===== config.mk =====
export PLATFORM = sky130hd
export DESIGN_NAME = serdes_tx_framer
export DESIGN_NICKNAME = d
export VERILOG_FILES = /design/src/rtl/serdes_link_pkg.sv /design/src/rtl/serdes_tx_framer.sv
export SDC_FILE = /design/constraint.sdc
export NUM_CORES = 1
export LEC_CHECK = 0
export CAP_MARGIN = 20
export CORE_MARGIN = 8
export CORE_UTILIZATION = 40
export DETAILED_ROUTE_END_ITERATION = 12
export GPL_TIMING_DRIVEN = 0
export PLACE_DENSITY_LB_ADDON = 0.08
export SETUP_SLACK_MARGIN = 0.15
export SLEW_MARGIN = 20
export SYNTH_ARGS = -nofsm -noshare
export SYNTH_HDL_FRONTEND = slang
export SYNTH_SLANG_ARGS = --single-unit

===== constraint.sdc =====
create_clock -name sclk -period 1.4 [get_ports sclk]
set_input_delay 0.21 -clock sclk [delete_from_list [all_inputs] [get_ports sclk]]
set_output_delay 0.21 -clock sclk [all_outputs]
set_load 0.005 [all_outputs]

===== src/rtl/serdes_link_pkg.sv =====
// Types and constants shared by the serdes transmit framer and receive deframer.
// The default nibble values define the line protocol seen by both ends.
package serdes_link_pkg;

   typedef enum logic [2:0] {
      WAIT_GEAR,
      TRAIN,
      IDLE,
      SOF,
      DATA,
      CHK
   } link_state_e;

   localparam logic [3:0] DEF_TRAIN_NIBBLE = 4'h3;
   localparam logic [3:0] DEF_SOF_NIBBLE   = 4'hA;
   localparam logic [3:0] DEF_IDLE_NIBBLE  = 4'h0;

   function automatic logic [3:0] nib_xor(input logic [3:0] acc, input logic [3:0] nib);
      return acc ^ nib;
   endfunction

endpackage


===== src/rtl/serdes_tx_framer.sv =====
// Frames payload words as SOF, NIB data nibbles (MSB first) and an XOR check
// nibble for the x2 ODDR gearbox, preceded by a training burst for word alignment.
module serdes_tx_framer
   import serdes_link_pkg::*;
#(
   parameter int         DATA_W       = 16,
   parameter int         TRAIN_LEN    = 64,
   parameter logic [3:0] TRAIN_NIBBLE = DEF_TRAIN_NIBBLE,
   parameter logic [3:0] SOF_NIBBLE   = DEF_SOF_NIBBLE,
   parameter logic [3:0] IDLE_NIBBLE  = DEF_IDLE_NIBBLE
) (
   input  logic              sclk,
   input  logic              rst_n,
   input  logic              gear_ready,
   input  logic              retrain,
   input  logic [DATA_W-1:0] tx_data,
   input  logic              tx_valid,
   output logic              tx_ready,
   output logic [3:0]        oddr_q,
   output logic              link_up,
   output logic              frame_abort
);

   localparam int NIB = DATA_W / 4;
   localparam int TCW = $clog2(TRAIN_LEN + 1);
   localparam int NCW = (NIB > 1) ? $clog2(NIB) : 1;
   localparam logic [TCW-1:0] TRAIN_LAST = TCW'(TRAIN_LEN - 1);
   localparam logic [NCW-1:0] NIB_LAST   = NCW'(NIB - 1);

   link_state_e       r_state;
   logic [3:0]        r_oddr_q;
   logic              r_link_up;
   logic              r_frame_abort;
   logic [DATA_W-1:0] r_shift;
   logic [3:0]        r_xor;
   logic [TCW-1:0]    r_train_cnt;
   logic [NCW-1:0]    r_nib_cnt;
   logic              r_pend;

   logic w_last_nib;
   logic w_tx_ready;
   logic w_xfer;
   logic w_in_frame;

   // A word can be taken while idle or on the last data nibble so the next SOF follows CHK directly.
   assign w_last_nib = (r_state == DATA) && (r_nib_cnt == NIB_LAST);
   assign w_tx_ready = ((r_state == IDLE) || w_last_nib) && gear_ready && !retrain;
   assign w_xfer     = tx_valid && w_tx_ready;
   assign w_in_frame = (r_state == SOF) || (r_state == DATA) || (r_state == CHK);

   always_ff @(posedge sclk or negedge rst_n) begin
      if (!rst_n) begin
         r_state       <= WAIT_GEAR;
         r_oddr_q      <= 4'h0;
         r_link_up     <= 1'b0;
         r_frame_abort <= 1'b0;
         r_shift       <= '0;
         r_xor         <= 4'h0;
         r_train_cnt   <= '0;
         r_nib_cnt     <= '0;
         r_pend        <= 1'b0;
      end else begin
         r_frame_abort <= 1'b0;
         if (!gear_ready && (r_state != WAIT_GEAR)) begin
            r_state       <= WAIT_GEAR;
            r_oddr_q      <= IDLE_NIBBLE;
            r_link_up     <= 1'b0;
            r_frame_abort <= w_in_frame;
            r_pend        <= 1'b0;
            r_train_cnt   <= '0;
            r_nib_cnt     <= '0;
         end else begin
            case (r_state)
               WAIT_GEAR: begin
                  r_oddr_q <= IDLE_NIBBLE;
                  if (gear_ready) begin
                     r_state     <= TRAIN;
                     r_train_cnt <= '0;
                  end
               end
               TRAIN: begin
                  r_oddr_q <= TRAIN_NIBBLE;
                  if (r_train_cnt == TRAIN_LAST) begin
                     r_state     <= IDLE;
                     r_link_up   <= 1'b1;
                     r_train_cnt <= '0;
                  end else begin
                     r_train_cnt <= r_train_cnt + TCW'(1);
                  end
               end
               IDLE: begin
                  r_oddr_q <= IDLE_NIBBLE;
                  if (retrain) begin
                     r_state     <= TRAIN;
                     r_link_up   <= 1'b0;
                     r_train_cnt <= '0;
                  end else if (w_xfer) begin
                     r_shift <= tx_data;
                     r_state <= SOF;
                  end
               end
               SOF: begin
                  r_oddr_q  <= SOF_NIBBLE;
                  r_xor     <= 4'h0;
                  r_nib_cnt <= '0;
                  r_state   <= DATA;
               end
               DATA: begin
                  r_oddr_q <= r_shift[DATA_W-1 -: 4];
                  r_xor    <= nib_xor(r_xor, r_shift[DATA_W-1 -: 4]);
                  r_shift  <= r_shift << 4;
                  // The next word lands in the shift register as its last old nibble leaves.
                  if (w_xfer) begin
                     r_shift <= tx_data;
                     r_pend  <= 1'b1;
                  end
                  if (w_last_nib) begin
                     r_state   <= CHK;
                     r_nib_cnt <= '0;
                  end else begin
                     r_nib_cnt <= r_nib_cnt + NCW'(1);
                  end
               end
               CHK: begin
                  r_oddr_q <= r_xor;
                  r_pend   <= 1'b0;
                  if (r_pend) begin
                     r_state <= SOF;
                  end else if (retrain) begin
                     r_state     <= TRAIN;
                     r_link_up   <= 1'b0;
                     r_train_cnt <= '0;
                  end else begin
                     r_state <= IDLE;
                  end
               end
               default: begin
                  r_state  <= WAIT_GEAR;
                  r_oddr_q <= IDLE_NIBBLE;
               end
            endcase
         end
      end
   end

   assign tx_ready    = w_tx_ready;
   assign oddr_q      = r_oddr_q;
   assign link_up     = r_link_up;
   assign frame_abort = r_frame_abort;

endmodule


Word level (Yosys, flattened, before mapping). Index checks and enable logic that the tools add are counted.

Bits in writable memories: 0. ROM bits: 0. Output and inout port bits: 7. Bits in registers: 39. Memories: 0. Bits in latches: 0. Input bits: 21.

Divide/modulo/power cells: 0. Equal/unequal tests: 15. Shift operators: 0. Muxes and demuxes: 34. Add/sub/neg operators: 2. Multiply operators: 0. Magnitude comparators: 0. Bitwise logic cells: 2. Reductions and logical operators: 24.

Operators with widths (count): $mux W16 (3); $mux W7 (5); $pmux W16 S2 (1); $pmux W7 S4 (1); $mux W3 (6); $pmux W3 S6 (1); $pmux W4 S4 (1); $ne A3 B2 Y1 const B (3); $reduce_bool A3 Y1 (3); $mux W2 (4); $pmux W4 S2 (1); $reduce_and A4 Y1 (2); $add A7 B1 Y7 const B (1); $eq A7 B6 Y1 const B (1); $mux W1 (7); $eq A3 B2 Y1 const B (2); $eq A3 B3 Y1 const B (2); $ne A3 B3 Y1 const B (2); $reduce_and A3 Y1 (2); $logic_and A1 B1 Y1 (5); $reduce_bool A5 Y1 (1); $mux W4 (1); $ne A2 B2 Y1 const B (2); $ne A4 B3 Y1 const B (1); 14 further kinds (19).

Longest topological paths before layout.
Depth in word-level cells: 10. Mapped depth: 6.

Worst setup path after synthesis. No wires, ideal clock.

Kind: register to register. Start: register r_nib_cnt[0]. End: register r_shift[15]. Buffers on the path: 1. Arrival: 1.295 ns. Clock period less this slack: 1.418 ns. Cell stages (with the launch flop): 7. Data required time: 1.277 ns. Path slack: -0.018 ns. Cell sequence: dfrtp_1 ha_1 nand4b_1 nand2_4 buf_6 mux2i_1 o21ai_1.

Word-level cells in the longest chain between the ends: 8.

Ends and longest elaborated chain: from (decl) (RTL line serdes_tx_framer.sv:37) `logic [NCW-1:0] r_nib_cnt;`; from (signal assigned) (RTL line serdes_tx_framer.sv:121) `r_nib_cnt <= r_nib_cnt + NCW'(1);`; $eq A2 B2 Y1 * (RTL line serdes_tx_framer.sv:46) `assign w_last_nib = (r_state == DATA) && (r_nib_cnt == NIB_LAST);`; $logic_and A1 B1 Y1 * (RTL line serdes_tx_framer.sv:46); $logic_or A1 B1 Y1 * (RTL line serdes_tx_framer.sv:47) `assign w_tx_ready = ((r_state == IDLE) || w_last_nib) && gear_ready && !retrain;`; $logic_and A1 B1 Y1 * (2 in series) (RTL line serdes_tx_framer.sv:47); $logic_and A1 B1 Y1 * (RTL line serdes_tx_framer.sv:48) `assign w_xfer = tx_valid && w_tx_ready;`; $ne A2 B2 Y1 (no source line) / $mux W16 (equally long branches); $reduce_and A4 Y1 (no source line) / $pmux W16 S2 (equally long branches); to (signal assigned) (RTL line serdes_tx_framer.sv:98) `r_shift <= tx_data;`; to (signal assigned) (RTL line serdes_tx_framer.sv:111) `r_shift <= r_shift << 4;`; to (signal assigned) (RTL line serdes_tx_framer.sv:114) `r_shift <= tx_data;`; to (decl) (RTL line serdes_tx_framer.sv:34) `logic [DATA_W-1:0] r_shift;`.

Mark *: on every way between the ends. The rest lies on a longest branch, timed or not. A chain may end at the register's enable or synchronous reset.

Worst setup path after layout.
Start: register r_state[1]. End: register r_shift[15].

Word-level cells in the longest chain between the ends: 8.

Ends and longest elaborated chain: from (decl) (RTL line serdes_tx_framer.sv:30) `link_state_e r_state;`; from (signal assigned) (RTL line serdes_tx_framer.sv:53) `r_state <= WAIT_GEAR;`; from (signal assigned) (RTL line serdes_tx_framer.sv:65) `r_state <= WAIT_GEAR;`; from (signal assigned) (RTL line serdes_tx_framer.sv:77) `r_state <= TRAIN;`; $eq A3 B3 Y1 (RTL line serdes_tx_framer.sv:46, serdes_tx_framer.sv:73); $logic_and A1 B1 Y1 (RTL line serdes_tx_framer.sv:46); $logic_or A1 B1 Y1 (RTL line serdes_tx_framer.sv:47); $logic_and A1 B1 Y1 (2 in series) (RTL line serdes_tx_framer.sv:47); $logic_and A1 B1 Y1 (RTL line serdes_tx_framer.sv:48); $ne A2 B2 Y1 (no source line) / $mux W16 (equally long branches); $reduce_and A4 Y1 (no source line) / $pmux W16 S2 (equally long branches).

Several ways; a longest one is shown, not always the timed one.

==> metrics.cfg <==
[drt]
drc = 0
drtAntennaViolNets = 0
wl_per_cell_um = 16.29
viasPerCell = 5.275
first_pass_iters = 4
drt-total-wl_um = 5800
drt_iter0_drc = 84
num_vias = 1878

[setup_path]
worstPathBufferInverterCount = 2
path_cells = buf_4, nor3b_4, nand2_4, buf_12, mux2i_1, o21ai_1
arrival_ns = 1.77
crit_type = reg2reg
cp-end-kind = flop
critPathSlowestCell = dfrtp_2
cp-start-kind = flop
path_max_fanout = 5
required_ns = 1.58
crit_family = flip-flops
critPathMaxStageDelay_ns = 0.46

[synth]
syn_avg_cell_area_sq_um = 9.538
ys_ff_latch = 39
synth_cell_type_count = 44
mappedNetlistNets = 238
yosys-top-cells-area = dfrtp_1, mux2i_1, nand2_1
synth_ff_type = dfrtp_1
synth_top_area_share_pct = 47.59
async_flop_share_pct = 100.0
synth.largest_area_cell = dfrtp_1
netlist_area_sq_mm = 0.002051
synth_edf_count = 0
synth_seq_area_share_pct = 47.59
yosys_warnings = 0
synthesis.instances = 215

[floorplan]
die_h_um = 87.60
start_util_pct = 40.67
io_pins = 28
die_w_um = 87.60
rows = 26
core_sq_mm = 0.005042
die_area_sq_mm = 0.007674

[clocking]
clkLatencyLatePin_ns = 0.29
root_buffer = clkbuf_8
tritoncts = done
clk_pin_slew_ns = 0.08
htree_levels = 2
clk_path_buf_depth = 2
cts_buffers = 5
clock_sinks = 39

[timing]
slew_headroom_pct = 64.50
finalCriticalPeriod_ns = 1.593
hold_viol = 0
holdWs_ns = 0.2166
setup_tns_ns = -3.028
finalClockSkew_ns = 0.004540
fmax_mhz = 627.8
tightest_slew_ns = 0.5326
post-route-period-util_pct = 113.8
maxSlewViolCount = 0
setup_viol = 32
setup_slack_ns = -0.1930
rsz0062_at_grt = true

[placement]
hpwl_um = 3305
gp_congestion = 0.7915
post_dp_cell_area_sq_mm = 0.002449
port_buffers = 26

[layout]
fillers = 411
layout_common_cells = dfrtp_1, nand2_1, buf_4
fin_area_sq_mm = 0.003153
nets = 308
layout-drive-gt1-share_pct = 34.62
fin_util_pct = 62.53
final_common_cell = dfrtp_1
num_antenna_cells = 0
syn2layout_area_growth_pct = 53.75

[pwr]
p_clk_share_pct = 18.3
seq_power_share_pct = 33.2
pwr-share-comb_pct = 48.5
p_int_uw = 3380
power.density_mw_per_mm2 = 1701
ir_worst_vdd_mv = 0.6747
leakagePower_uw = 0.001477
power.net_switching_uw = 1985
swShare_pct = 37.00
total_power_uw = 5365

[global_routing]
antenna_found_initial = 0
grt_pass1_vias = 1811
grt_max_degree = 26
overflow = 0
grt_pass1_wl_um = 8583
grt_use_total_pct = 14.40

[status]
status = finished, violations left
violations = setup timing

[run]
max_cap_violations = 0

[hold_path]
hold_path_class = in2reg

[synthesized netlist by cell type, drive strengths merged, types with 3 or more instances]
library cell and n:
o21ai 26, a311oi 4, mux2i 15, nor3b 3, and2 4, nor2b 4
nor3 3, a31oi 4, nand2 37, buf 10, inv 5, nor2 8
dfrtp 39, a21oi 20, nand2b 4
[final timing paths]
kind	slack (ns)	to	depth (start not counted)	from
worst max-delay path	-0.19	r_shift[15]	6	r_state[1]
worst min-delay path	0.22	frame_abort	2	gear_ready
worst max register to register	-0.19	r_shift[15]	6	r_state[1]
worst min register to register	0.49	r_shift[4]	2	r_shift[4]
max in group asynchronous	0.59	r_train_cnt[2]	3	rst_n
min in group asynchronous	0.35	oddr_q[2]	2	rst_n
[metrics by stage]
step           instances  setup slack (ns)
2_1_floorplan        215           0.01474
3_3_place_gp         311            -1.067
3_5_place_dp         312           -0.4616
4_1_cts              339           -0.1526
5_1_grt              356           -0.2655
6_report             356           -0.1930
[final cells by class]
type	instances	area, sq um	area share (%)
Multi-Input combinational cell	159	1177	37.34
Sequential cell	39	978.4	31.03
Timing Repair Buffer	63	635.6	20.16
Buffer	12	137.6	4.365
Tap cell	70	87.58	2.778
Clock buffer	6	82.58	2.619
Clock inverter	2	35.03	1.111
Inverter	5	18.77	0.5952
[power by group through the flow]
stage          clock network (uW)  logic [uW]  registers, uW
2_1_floorplan                   0        1180           1740
3_3_place_gp                    0        1590           1800
3_5_place_dp                    0        1610           1800
4_1_cts                      1010        2000           1760
5_1_grt                      1060        2820           1830
6_report                      982        2600           1780
[layer usage]
layer / track usage, % / up-vias / share of wire, % / wire length (um)
met5: 0 / - / 0 / 0
met4: 7.969 / 0 / 2.1 / 122
li1: - / 908 / - / -
met2: 22.25 / 44 / 49 / 2842
met1: 17.58 / 913 / 45 / 2583
met3: 4.221 / 13 / 4.3 / 252
[repair_timing]
action / 4_1_cts / 5_1_grt
hold buffers: 1 / 0
resized for setup: 38 / 49
buffers inserted: 18 / 13
cloned: 0 / 4
endpoints found under the setup margin: 44 / 39
pin swaps: 10 / 17
hold endpoints to repair: 14 / 0
[logic make-up (layout without fill, tap and decap cells)]
logic type | after synthesis | count (layout) | share of synthesized area, %
adder cells (fa/ha/maj) | 2 | 2 | 1.220
AND/OR/NAND/NOR | 72 | 72 | 18.36
flip-flops | 39 | 39 | 47.59
multiplexers | 16 | 16 | 7.870
AO/OA/AOI/OAI | 69 | 69 | 20.38
buffers and inverters | 17 | 88 | 4.575
[state kept, by name (all words and copies together), names as in the netlist]
signal / cells
r_shift: 16
r_train_cnt: 7
oddr_q: 4
r_xor: 4
r_state: 3
r_nib_cnt: 2
frame_abort: 1
link_up: 1
r_pend: 1
Power figures use the tool's default switching activity.
